--- config.mk ---
export PLATFORM = sky130hd
export DESIGN_NAME = data_compare_seq
export DESIGN_NICKNAME = d
export VERILOG_FILES = /design/src/rtl/dc_pkg.sv /design/src/rtl/data_compare_slice.sv /design/src/rtl/data_compare_seq.sv
export SDC_FILE = /design/constraint.sdc
export NUM_CORES = 1
export LEC_CHECK = 0
export ABC_CLOCK_PERIOD_IN_PS = 2500
export CORE_MARGIN = 1
export CORE_UTILIZATION = 50
export CTS_CLUSTER_DIAMETER = 50
export DETAILED_ROUTE_END_ITERATION = 10
export PLACE_DENSITY_LB_ADDON = 0.25
export SLEW_MARGIN = 15
export SYNTH_ARGS = -nofsm -noshare
export SYNTH_HDL_FRONTEND = slang
export SYNTH_SLANG_ARGS = --single-unit
--- constraint.sdc ---
create_clock -name iClk -period 2.5 [get_ports iClk]
set_input_delay 0.375 -clock iClk [delete_from_list [all_inputs] [get_ports iClk]]
set_output_delay 0.375 -clock iClk [all_outputs]
set_load 0.005 [all_outputs]
--- src/rtl/dc_pkg.sv ---
// Shared definitions for the sequential slice-by-slice magnitude comparator:
// result codes, FSM state encoding and cascade-input normalisation.
package dc_pkg;

    localparam logic [2:0] CMP_GT = 3'b100;
    localparam logic [2:0] CMP_LT = 3'b010;
    localparam logic [2:0] CMP_EQ = 3'b001;

    typedef enum logic [1:0] {
        IDLE = 2'd0,
        RUN  = 2'd1,
        DONE = 2'd2
    } dcState_e;

    // Malformed cascade words (none or several bits set) read as "equal" so a
    // completed compare always reports exactly one relation.
    function automatic logic [2:0] normaliseCascade(input logic [2:0] cascade);
        logic [2:0] result;
        case (cascade)
            CMP_GT:  result = CMP_GT;
            CMP_LT:  result = CMP_LT;
            CMP_EQ:  result = CMP_EQ;
            default: result = CMP_EQ;
        endcase
        return result;
    endfunction

endpackage

--- src/rtl/data_compare_slice.sv ---
// Combinational unsigned compare of one SLICE-bit operand slice.
module data_compare_slice #(
    parameter int SLICE = 4
) (
    input  logic [SLICE-1:0] sliceA,
    input  logic [SLICE-1:0] sliceB,
    output logic             gt,
    output logic             lt,
    output logic             eq
);

    assign gt = (sliceA > sliceB);
    assign lt = (sliceA < sliceB);
    assign eq = (sliceA == sliceB);

endmodule

--- src/rtl/data_compare_seq.sv ---
// Sequential WIDTH-bit magnitude comparator: one slice per clock, MSB slice
// first, early exit on the first differing slice, cascadable 3-bit result.
module data_compare_seq
    import dc_pkg::*;
#(
    parameter  int WIDTH  = 16,
    parameter  int SLICE  = 4,
    localparam int NSLICE = WIDTH / SLICE
) (
    input  logic             iClk,
    input  logic             iRst_n,
    input  logic             iStart,
    input  logic             iSigned,
    input  logic [WIDTH-1:0] iData_a,
    input  logic [WIDTH-1:0] iData_b,
    input  logic [2:0]       iData,
    output logic             oBusy,
    output logic             oDone,
    output logic [2:0]       oData
);

    localparam int IDXW = (NSLICE > 1) ? $clog2(NSLICE) : 1;

    generate
        if ((WIDTH % SLICE) != 0 || NSLICE < 1) begin : gBadParams
            $error("data_compare_seq: WIDTH must be a non-zero multiple of SLICE");
        end
    endgenerate

    dcState_e        state;
    dcState_e        stateNext;
    logic [WIDTH-1:0] aReg;
    logic [WIDTH-1:0] bReg;
    logic             signedReg;
    logic [2:0]       cascReg;
    logic [IDXW-1:0]  index;

    logic [WIDTH-1:0] aEff;
    logic [WIDTH-1:0] bEff;
    logic [SLICE-1:0] sliceA;
    logic [SLICE-1:0] sliceB;
    logic             sliceGt;
    logic             sliceLt;
    logic             sliceEq;

    logic             load;
    logic             step;
    logic             finish;
    logic [2:0]       resultNext;

    // Flipping both sign bits maps two's-complement order onto unsigned
    // order, so the single unsigned slice comparator serves both modes.
    always_comb begin
        aEff = aReg;
        bEff = bReg;
        aEff[WIDTH-1] = aReg[WIDTH-1] ^ signedReg;
        bEff[WIDTH-1] = bReg[WIDTH-1] ^ signedReg;
    end

    assign sliceA = aEff[int'(index) * SLICE +: SLICE];
    assign sliceB = bEff[int'(index) * SLICE +: SLICE];

    data_compare_slice #(
        .SLICE (SLICE)
    ) uSlice (
        .sliceA (sliceA),
        .sliceB (sliceB),
        .gt     (sliceGt),
        .lt     (sliceLt),
        .eq     (sliceEq)
    );

    always_ff @(posedge iClk or negedge iRst_n) begin
        if (!iRst_n) begin
            state <= IDLE;
        end else begin
            state <= stateNext;
        end
    end

    // DONE accepts a new start directly so back-to-back compares need no
    // idle cycle in between.
    always_comb begin
        stateNext = state;
        load      = 1'b0;
        step      = 1'b0;
        finish    = 1'b0;
        case (state)
            IDLE: begin
                if (iStart) begin
                    load      = 1'b1;
                    stateNext = RUN;
                end
            end
            RUN: begin
                if (!sliceEq || index == '0) begin
                    finish    = 1'b1;
                    stateNext = DONE;
                end else begin
                    step = 1'b1;
                end
            end
            DONE: begin
                if (iStart) begin
                    load      = 1'b1;
                    stateNext = RUN;
                end else begin
                    stateNext = IDLE;
                end
            end
            default: stateNext = IDLE;
        endcase
    end

    assign resultNext = sliceGt ? CMP_GT : (sliceLt ? CMP_LT : cascReg);

    always_ff @(posedge iClk or negedge iRst_n) begin
        if (!iRst_n) begin
            aReg      <= '0;
            bReg      <= '0;
            signedReg <= 1'b0;
            cascReg   <= CMP_EQ;
            index     <= '0;
            oData     <= 3'b000;
        end else begin
            if (load) begin
                aReg      <= iData_a;
                bReg      <= iData_b;
                signedReg <= iSigned;
                cascReg   <= normaliseCascade(iData);
                index     <= IDXW'(NSLICE - 1);
            end else if (step) begin
                index <= index - IDXW'(1);
            end
            if (finish) begin
                oData <= resultNext;
            end
        end
    end

    assign oBusy = (state == RUN);
    assign oDone = (state == DONE);

endmodule

* Word-level counts from Yosys, hierarchy flattened
Cells that the tools add are included.
Storage, ports and cells: register bits after elaboration 43, bits of input ports 39, output and inout bits 5, logic and storage cells 43
Operators by class: add/subtract/negate cells 1, magnitude comparators 2, equal/unequal tests 7, shift operators 2, multiplexer cells 15, bitwise logic cells 2, reduce and logical (&&, ||, !) cells 7
Operators with widths (count):
- indexed part select 16 x 5 -> 4 bit | 2
- two-way mux 2 bit | 4
- two-way mux 1 bit | 7
- two-way mux 3 bit | 2
- one-hot mux 2 bit (3 select lines) | 1
- one-hot mux 3 bit (2 select lines) | 1
- equality test 4 bit | 1
- > comparator 4 bit | 1
- zero test 2 bit | 2
- < comparator 4 bit | 1
- equality test 3 x 2 -> 1 bit, second input constant | 1
- equality test 3 bit, second input constant | 1
- equality test 2 x 1 -> 1 bit, second input constant | 1
- equality test 2 bit, second input constant | 1
- inequality test 2 x 1 -> 1 bit, second input constant | 1
- inequality test 2 bit, second input constant | 1
- AND reduction 2 bit | 1
- nonzero test 2 bit | 1
- OR reduction 2 bit | 1
- subtractor 2 x 1 -> 2 bit, second input constant | 1
- XOR 1 bit | 2
- zero test 1 bit | 1
- logical OR 1 bit | 1

* Depth between registers and ports, before layout
depth after elaboration 9, gate-level depth with buffers 8, gate-level depth less buffers 8

* Modules after synthesis
Synthesis repeated with hierarchy kept, for this count alone.
Second synthesis, totals: cells, all modules 212, area total of the unflattened synthesis 2074.5 um^2
By module, submodules not included:
- data_compare_seq | times used 1, cells each 196, area each 1945.6 um^2, sequential area each 1077.3 um^2
- data_compare_slice | times used 1, cells each 16, area each 128.9 um^2, sequential area each 0.0 um^2

* Least setup slack after synthesis
No wires, ideal clock.
path type register -> register, start register index[0], end register oData[1], setup time 121 ps, data arrival time 1943 ps, data required time 2379 ps, path slack 436 ps, stages on the path, launching flop included 8, buffers on the path 1, clock period less this slack 2064 ps, path through dfrtp_1 > buf_4 > mux4_2 > ha_1 > nand4_2 > o21ai_1 > inv_2 > o22a_1
Between the ends: word-level cells in the longest chain between the ends 6, elaborated cells on any way between the ends 12, those cells by class order compare: 2; eq/ne: 1; shift: 2; mux: 4; reduce/logical: 3
RTL lines:
- start, declared | RTL line data_compare_seq.sv:36 | logic [IDXW-1:0] index;
- start signal, assigned | RTL line data_compare_seq.sv:131 | index <= IDXW'(NSLICE - 1);
- start signal, assigned | RTL line data_compare_seq.sv:133 | index <= index - IDXW'(1);
- branches (longest 6 deep; another with < comparator 4 bit)
- end signal, assigned | RTL line data_compare_seq.sv:136 | oData <= resultNext;
- end, declared | RTL line data_compare_seq.sv:19 | output logic [2:0] oData
Several ways; the timed one is not identified. A chain may end at the register's enable or synchronous reset.

* Final worst setup path
start register index[0], end register index[0]
Between the ends: word-level cells in the longest chain between the ends 7, elaborated cells on any way between the ends 12, those cells by class add/sub: 1; eq/ne: 1; shift: 2; mux: 4; reduce/logical: 4
RTL lines:
- indexed part select 16 x 5 -> 4 bit, on equally long branches | RTL line data_compare_seq.sv:60, data_compare_seq.sv:61
- equality test 4 bit | RTL line data_compare_slice.sv:14 | assign eq = (sliceA == sliceB);
- zero test 1 bit | RTL line data_compare_seq.sv:96 | if (!sliceEq || index == '0) begin
- logical OR 1 bit | RTL line data_compare_seq.sv:96
- two-way mux 1 bit | RTL line data_compare_seq.sv:96
- two-way mux 1 bit | RTL line data_compare_seq.sv:88 | case (state)
- nonzero test 2 bit (no source line)
Several ways; a longest one is shown, not always the timed one. The select of a mux whose other input is x is not followed.

==> flow_summary_export.csv <==
group,metric,value,unit
sta,setup_ws,0.157,ns
logic_synthesis,ys_types,28,
global_routing,gr-usage-met3,0.0625,
global_routing,grt_first_pass_wirelength,6980,um
logic_synthesis,synth_seq_area_share,0.537,
cells_and_area,stdcell_count,304,
logic_synthesis,syn_inst,211,
logic_synthesis,syn_area_per_cell,9.50,um2
logic_synthesis,yosysTopAreaCell,"dfrtp_1",
cells_and_area,postLayoutCellArea,0.00260,mm2
global_routing,grt_usage,0.225,
cts,clk_latency,0.30,ns
setup_path,crit_start,"index[0]",
sta,setup_viol,0,
sta,fin_crit,2.34,ns
logic_synthesis,yosysWarningCount,0,
sta,hold_viol,0,
logic_synthesis,yosys-top-cells-count,"nand2_1, dfrtp_1, buf_2, inv_1, mux4_2",
setup_path,crit_arrival,2.50,ns
setup_path,worstPathCellList,"buf_4 > mux4_2 > ha_1 > nand4_2 > nor3_2 > xnor2_1 > nand2_1",
sta,tns,0,ns
detailed_routing,drc,0,
sta,fin_crit_sh,0.937,
setup_path,cp-start-kind,"flop",
setup_path,worstRegToRegCells,7,
power,clkPwrFrac,0.193,
sta,finClkSkew,0.00901,ns
setup_path,worstSetupPathType,"reg2reg",
sta,slew_violations,0,
power,power.density,1040,mW/mm2
placement,dpl_worst_slack,0.189,ns
floorplanning,die_h,65.3,um
logic_synthesis,synth_area_leaders,"dfrtp_1, nand2_1, mux4_2, ha_1, buf_2",
power,leakagePower,1.29,nW
detailed_routing,vias,1555,
cells_and_area,drive_above_1_share,0.113,
logic_synthesis,syn_area,0.00200,mm2
global_routing,grt_use_met2,0.338,
detailed_routing,avgViaCountPerCell,5.12,
logic_synthesis,synth_edf_count,0,
setup_path,r2r-start,"index[0]",
placement,gp_congestion,0.792,
floorplanning,core,0.00374,mm2
placement,post_dp_cell_area,0.00249,mm2
cts,clockBufferDepth,2,
placement,dp.cells,297,
cells_and_area,fin_util,0.695,
power,power.share.sequential,0.406,
setup_path,max_stage_delay,0.50,ns
power,combinationalPowerShare,0.401,
sta,whs,0.196,ns
cts,ctsHoldBuffers,0,
cts,clk_pin_slew_worst_paths,0.08,ns
floorplanning,io_pins,44,
job,max_cap_viol_count,0,
placement,numPortBuffers,43,
cells_and_area,nets,300,
sta,max_freq,427,MHz
sta,worstMarginPinSlew,0.898,ns
power,ir_drop,566,uV
outcome,status,"completed",
detailed_routing,drt_pass1_iterations,4,
sta,max_slew_margin,0.401,
cts,htreeDepth,2,
setup_path,critPathCapture,"index[0]",
detailed_routing,ant_nets,0,
global_routing,first_global_vias,1539,
detailed_routing,drt_wl_total,3930,um
global_routing,grtUsageMet1,0.296,
logic_synthesis,ys_ff_latch,43,
power,power,2.71,mW
setup_path,cpMaxStageDelayCell,"mux4_2",
cells_and_area,diodes,0,
logic_synthesis,synthFlopType,"dfrtp_1",
detailed_routing,first_iter_violations,69,
global_routing,grt-busiest-layer,"met2",
power,power.share.switching,0.340,
global_routing,grt_overflow,0,
floorplanning,num_rows,22,
logic_synthesis,synth.top_cell.area_share,0.524,
logic_synthesis,synthArstFlopShare,1.00,
detailed_routing,avgRoutedWirePerCell,12.9,um
cts,root_buffer,"clkbuf_8",
global_routing,antenna_found_initial,0,
placement,dp_hpwl,2820,um
setup_path,r2r_slack,0.16,ns
min_path,min-delay-path-class,"in2async",
floorplanning,die_w,65.3,um
setup_path,cp-end-kind,"flop",
power,intPower,1.79,mW
cts,clkSinkCount,43,
power,switching_power,0.921,mW
setup_path,r2r-end,"index[0]",
cts,cts_made_buffers,5,
logic_synthesis,yosysMostFrequentCell,"nand2_1",
floorplanning,die_area,0.00427,mm2
cells_and_area,syn_to_final_growth,29.8,%
floorplanning,initial_core_util,0.535,
cts,cts_tree,"built",
setup_path,cp.required,2.66,ns
global_routing,grt_max_degree,44,
logic_synthesis,syn_nets,255,
setup_path,path_max_fanout,6,
## worst max-delay path, delay by kind of cell (launching register included)
family / cells / cell delay [ns]
flops: 1 / 0.49
fa+ha+maj: 1 / 0.33
xor+xnor: 1 / 0.16
buf+inv: 1 / 0.19
mux: 1 / 0.50
simple gates: 3 / 0.54
## flip-flops by register name (all words and copies together) (netlist names)
signal	count
oData	3
index	2
cascReg	3
bReg	16
state	2
signedReg	1
aReg	16
## power by group through the flow
stage	registers [mW]	clock network (mW)	logic [mW]
2_1_floorplan	1.04	0	0.784
3_3_place_gp	1.10	0	1.02
3_5_place_dp	1.11	0	1.07
4_1_cts	1.10	0.528	1.08
5_1_grt	1.13	0.572	1.22
6_report	1.10	0.523	1.09
## cell usage in the layout, fill, tap and decap left out, types with 2 or more instances in the layout
cell type,n
a21oi_1,4
buf_4,4
clkbuf_8,5
clkdlybuf4s50_1,42
dfrtp_1,42
ha_1,5
inv_1,8
inv_2,2
mux4_2,8
nand2_1,106
nand2b_1,2
nor3_1,2
o21ai_0,2
o21ai_1,2
xnor2_1,2
xor2_1,2
## final cells by class
| cell class | count | area [um2] |
|---|---|---|
| Inverter | 10 | 37.5 |
| Fill cell | 289 | 1140 |
| Clock inverter | 2 | 37.5 |
| Clock buffer | 5 | 68.8 |
| Sequential cell | 43 | 1080 |
| Tap cell | 48 | 60.1 |
| Multi-Input combinational cell | 148 | 845 |
| Timing Repair Buffer | 48 | 475 |
## how the worst min path moves through the flow
| stage | startpoint | end | slack [ns] | depth (start not counted) |
|---|---|---|---|---|
| after global routing | iRst_n | signedReg | 0.26 | 1 |
| after global placement | cascReg[0] | cascReg[0] | 0.45 | 2 |
| after floorplan | iRst_n | aReg[0] | 0.08 | 0 |
| final | iRst_n | signedReg | 0.20 | 1 |
| after detailed placement | cascReg[0] | cascReg[0] | 0.46 | 2 |
| after CTS | iRst_n | bReg[15] | 0.22 | 1 |
## routing by layer
layer / share of wire / routed length (um)
met3: 0.050 / 198
met1: 0.44 / 1730
met4: 0.028 / 109
met2: 0.48 / 1890
met5: 0 / 0
## timing repair
action | in CTS | in global routing
resized for setup | 0 | 1
buffers inserted | 0 | 0
setup endpoints to repair | 0 | 1
## cells by family after synthesis
kind of cell             Yosys count  share of synthesized area
buffers and inverters             20                     0.0443
multiplexers                       8                     0.0899
XOR/XNOR                           4                     0.0175
AND/OR/NAND/NOR                  118                      0.238
AO/OA/AOI/OAI                     13                     0.0418
flip-flops                        43                      0.537
adder cells (fa/ha/maj)            5                     0.0312
Power figures use the tool's default switching activity.
==> edit 1, RTL diff (same settings) <==
Put a register stage on the outputs `oBusy` and `oDone`, with the module's reset. The values now appear one clock later. The other outputs are not delayed to match.
--- a/src/rtl/data_compare_seq.sv
+++ b/src/rtl/data_compare_seq.sv
@@ -138,8 +138,15 @@
         end
     end
 
-    assign oBusy = (state == RUN);
-    assign oDone = (state == DONE);
+    always_ff @(posedge iClk or negedge iRst_n) begin
+        if (!iRst_n) begin
+            oBusy <= '0;
+            oDone <= '0;
+        end else begin
+            oBusy <= (state == RUN);
+            oDone <= (state == DONE);
+        end
+    end
 
 endmodule
 
Function: changed (a bounded check fails within 4 cycles, from zero or initial values and one cycle with iRst_n low).
==> edit 1 against the unedited design <==
- sequential cell count grew 2
- global-route usage decreased by 1.8 points
- wire length shrank 3.6%
- critical path type unchanged
- power rose by 0.54%
- area after synthesis rose by 2.5%
- largest cell class unchanged
- final area rose by 1.4%
- largest power group unchanged
- worst setup slack better by 0.11 ns
- via count down 3.3%
==> edit 1: results (changes against the unedited design) <==
metric,value,unit,change
vias in the first global route,1474,,-4.2%
status,completed,,
"FFs w/ async S/R, synth",100,%,unchanged
dpl ws,0.278,ns,+0.0883 ns
CTS Buffer Depth,2,,unchanged
sequential share of the synthesized area,54.9,%,+1.1 points
"Net Count, Synth",257,,+0.78%
Post-DP Area,2520,um2,+1.2%
CTS Buf Count,5,,unchanged
pin count of the biggest net entering global routing,46,,+4.5%
Crit-path slowest cell,mux4_2,,
slew margin rel.,35.8,%,-4.3 points
Worst Path Arrival,2.41,ns,-0.09 ns
total global-route track usage,20.7,%,-1.8 points
"critical path fanouts, max",10,,+4
Fillers,316,,+9.3%
share of the synthesized area in the top cell type,53.6,%,+1.2 points
CP max stage delay,0.53,ns,+0.03 ns
initial antenna violation count,0,,unchanged
DPL Wire Length,2.81,mm,-0.46%
vias per inst,4.91,,-4.0%
nets@finish,301,,+0.33%
Worst-Skew Late Latency,0.28,ns,-0.02 ns
synth top area cells,"dfrtp_1 54%, nand2_1 19%, mux4_2 8.8%",,
"Design Area, Final",2640,um2,+1.4%
number of routed nets with antenna violations,0,,unchanged
post-CTS sizing,0,,unchanged
r2r setup slk,0.27,ns,+0.11 ns
leakage,1.32,nW,+1.9%
Synth Area per Inst,9.65,um2,+1.5%
Int Pwr,0.00184,W,+3.0%
Clock Skew,0.00486,ns,-0.00415 ns
FMAX,449,MHz,+5.1%
Top delay family on crit path,multiplexers,,
Peak supply drop,0.000580,V,+2.5%
Max Cap Viol,0,,unchanged
Post-Layout Cell Count,306,,+0.66%
first-pass GRT wire length,6.72,mm,-3.8%
post-CTS setup buffer count,0,,unchanged
GPL Wtd Cong,0.758,,-4.4%
initial DRC count,112,,+62%
Root Buffer,clkbuf_8,,
Post-synth top cells,"106 x nand2_1, 44 x dfrtp_1, 8 x buf_2, 8 x inv_1, 8 x mux4_2",,
WL per Instance,12.4,um,-4.3%
hold_ws,0.239,ns,+0.0428 ns
layout cells sized above 1,10.5,%,-0.86 points
H-tree levels,2,,unchanged
First-pass DRT Iterations,4,,unchanged
HP Class,primary input to async pin,,
biggest regs,"aReg x16, bReg x16",,
-- edit 1: power groups by stage --
stage	Clock [W]	Combinational, W	Sequential (W)
after floorplan	0	0.000782	0.00109
after global placement	0	0.00102	0.00114
after detailed placement	0	0.00105	0.00114
after CTS	0.000563	0.00105	0.00114
after global routing	0.000599	0.00118	0.00116
final	0.000552	0.00104	0.00113
-- edit 1: logic make-up after synthesis --
kind of cell	count (synthesis)	share of synthesized area, %
flops	45	54.9
xor+xnor	4	1.71
fa+ha+maj	5	3.05
simple gates	118	23.2
buf+inv	20	4.32
compound gates	13	4.08
mux	8	8.77
-- edit 1: path summary, 6_finish.rpt --
| check | start | depth (start not counted) | endpoint |
|---|---|---|---|
| max reg2reg | index[0] | 7 | oData[1] |
| max | index[0] | 7 | oData[1] |
| min in group iClk | cascReg[0] | 2 | cascReg[0] |
| min | iRst_n | 1 | bReg[15] |
| min reg2reg | cascReg[0] | 2 | cascReg[0] |
| max in group asynchronous | iRst_n | 1 | aReg[2] |
-- edit 1: worst register-to-register path, delay by kind of cell, from the launching register on --
kind	cells	cell delay [ns]
compound gates	2	0.46
flops	1	0.33
buf+inv	2	0.27
simple gates	1	0.18
fa+ha+maj	1	0.35
mux	1	0.53
-- edit 1: cell type report --
class	instances	share of cell area, %
clock inverter	1	1.14
tap	48	2.28
clock buffer	7	3.27
multi-input combinational	148	31.9
sequential	45	42.7
inverter	10	1.42
timing repair buffer	47	17.3
-- edit 1: routing by layer --
metal	routed length (um)	part of all wire (%)	vias to the layer above	track usage (%)
met5	0	0	-	0
met4	19	0.50	0	4.79
met3	146	3.9	4	4.66
met2	1900	50	32	33.8
met1	1730	46	701	28.3
li1	-	-	766	-
==> edit 2, RTL diff (same settings) <==
Without the edit above. The parameter `WIDTH` goes from 16 to 32.
--- a/src/rtl/data_compare_seq.sv
+++ b/src/rtl/data_compare_seq.sv
@@ -3,7 +3,7 @@
 module data_compare_seq
     import dc_pkg::*;
 #(
-    parameter  int WIDTH  = 16,
+    parameter  int WIDTH  = 32,
     parameter  int SLICE  = 4,
     localparam int NSLICE = WIDTH / SLICE
 ) (
Ports: changed (resized iData_a and iData_b); port bits go from 44 to 76. No check against the original RTL was run, so the function may have changed too.
==> edit 2 against the unedited design <==
- worst setup slack worse by 0.21 ns
- power grew 92%
- final area is 82% higher
- global-route usage rose by 0.69 points
- final cell count rose by 83%
- the flow now finishes with violations (setup timing)
- critical path type unchanged
- area after synthesis up 76%
- wire length grew 93%
- sequential cell count grew 33
- largest power group is now combinational cells
- synthesized cell count up 76%
==> edit 2: results (changes against the unedited design) <==
metric,value,unit,change
Peak supply drop,0.000502,V,-11%
Worst-Skew Late Latency,0.37,ns,+0.07 ns
vias in the first global route,2774,,+80%
r2r endpoint,index[1],,
Setup Viol. Count Final,2,,+2
dpl ws,-0.137,ns,-0.326 ns
Clock Skew,0.00759,ns,-0.00143 ns
Multi-input gate area,1600,um2,+89%
first-pass GRT wire length,13.0,mm,+86%
Post-DP Area,4430,um2,+78%
M1 GR Usage,31.5,%,+1.8 points
CTS Buf Count,9,,+4
failing checks,setup timing,,
#MultiIn Comb,269,,+82%
combinational share of power,41.8,%,+1.7 points
nets@finish,531,,+77%
Post-Route WL,7.59,mm,+93%
Fin Setup TNS,-0.105,ns,-0.105 ns
DR WL met2,3.81,mm,+100%
biggest regs,"aReg x32, bReg x32",,
Inverters,6,,-4
Seq pwr share,39.5,%,-1.1 points
Top delay family on crit path,multiplexers,,
slew margin rel.,37.7,%,-2.4 points
Port Buf Inserts,75,,+74%
GR met2 Demand/Resource,36.8,%,+3.0 points
Post-synth top cells,"209 x nand2_1, 75 x dfrtp_1, 16 x clkbuf_1",,
initial DRC count,145,,+110%
pin count of the biggest net entering global routing,77,,+75%
GPL Wtd Cong,0.858,,+8.3%
status,"complete, but fails checks",,
sequential share of the synthesized area,53.9,%,+0.11 points
worst setup margin,-0.0555,ns,-0.212 ns
metal3 WL,341,um,+72%
Design Power,0.00520,W,+92%
Buffers excl. clock,92,,+92%
Post-Synthesis Cells,372,,+76%
met3 Use GR,5.87,%,-0.38 points
seq_cells,76,,+77%
fraction of area in registers,40.1,%,-1.3 points
total global-route track usage,23.2,%,+0.69 points
DPL Wire Length,5.18,mm,+83%
multi-input combinational area share,33.6,%,+1.2 points
DRT met1 WL,3.33,mm,+92%
placed cells,536,,+80%
Layout clock area frac,4.40,%,+0.31 points
WL per Instance,13.7,um,+5.7%
Fillers,543,,+88%
switching power,0.00181,W,+96%
Synth Area per Inst,9.50,um2,about the same
r2r worst-path depth,8,,+1
# clk buffers,10,,+5
## edit 2: cell count changes after synthesis, sizes merged, moves of 3 or more
| cell | before | now |
|---|---|---|
| mux4 | 8 | 16 |
| nor3 | 3 | 0 |
| nand2 | 106 | 209 |
| dfrtp | 42 | 75 |
| buf | 9 | 5 |
| mux2i | 0 | 5 |
| inv | 10 | 6 |
| clkbuf | 1 | 16 |
| mux2 | 0 | 3 |
## edit 2: worst register-to-register path: stages (launching register included)
cell	delay [ns]
dfrtp_1	0.40
buf_12	0.15
mux4_2	0.50
mux2_2	0.27
ha_1	0.30
nand4_1	0.15
or3_4	0.43
nand2_1	0.10
o211ai_1	0.09
## edit 2: timing repair
item | in CTS | in global routing
gates resized for setup | 19 | 5
endpoints found under the setup margin | 5 | 7
setup buffers | 1 | 2
pin swaps | 3 | 2
## edit 2: cell families after synthesis
family | synth area share, %
simple gates | 24.4
flops | 53.9
buf+inv | 3.40
mux | 13.1
compound gates | 2.09
fa+ha+maj | 2.12
xor+xnor | 0.992
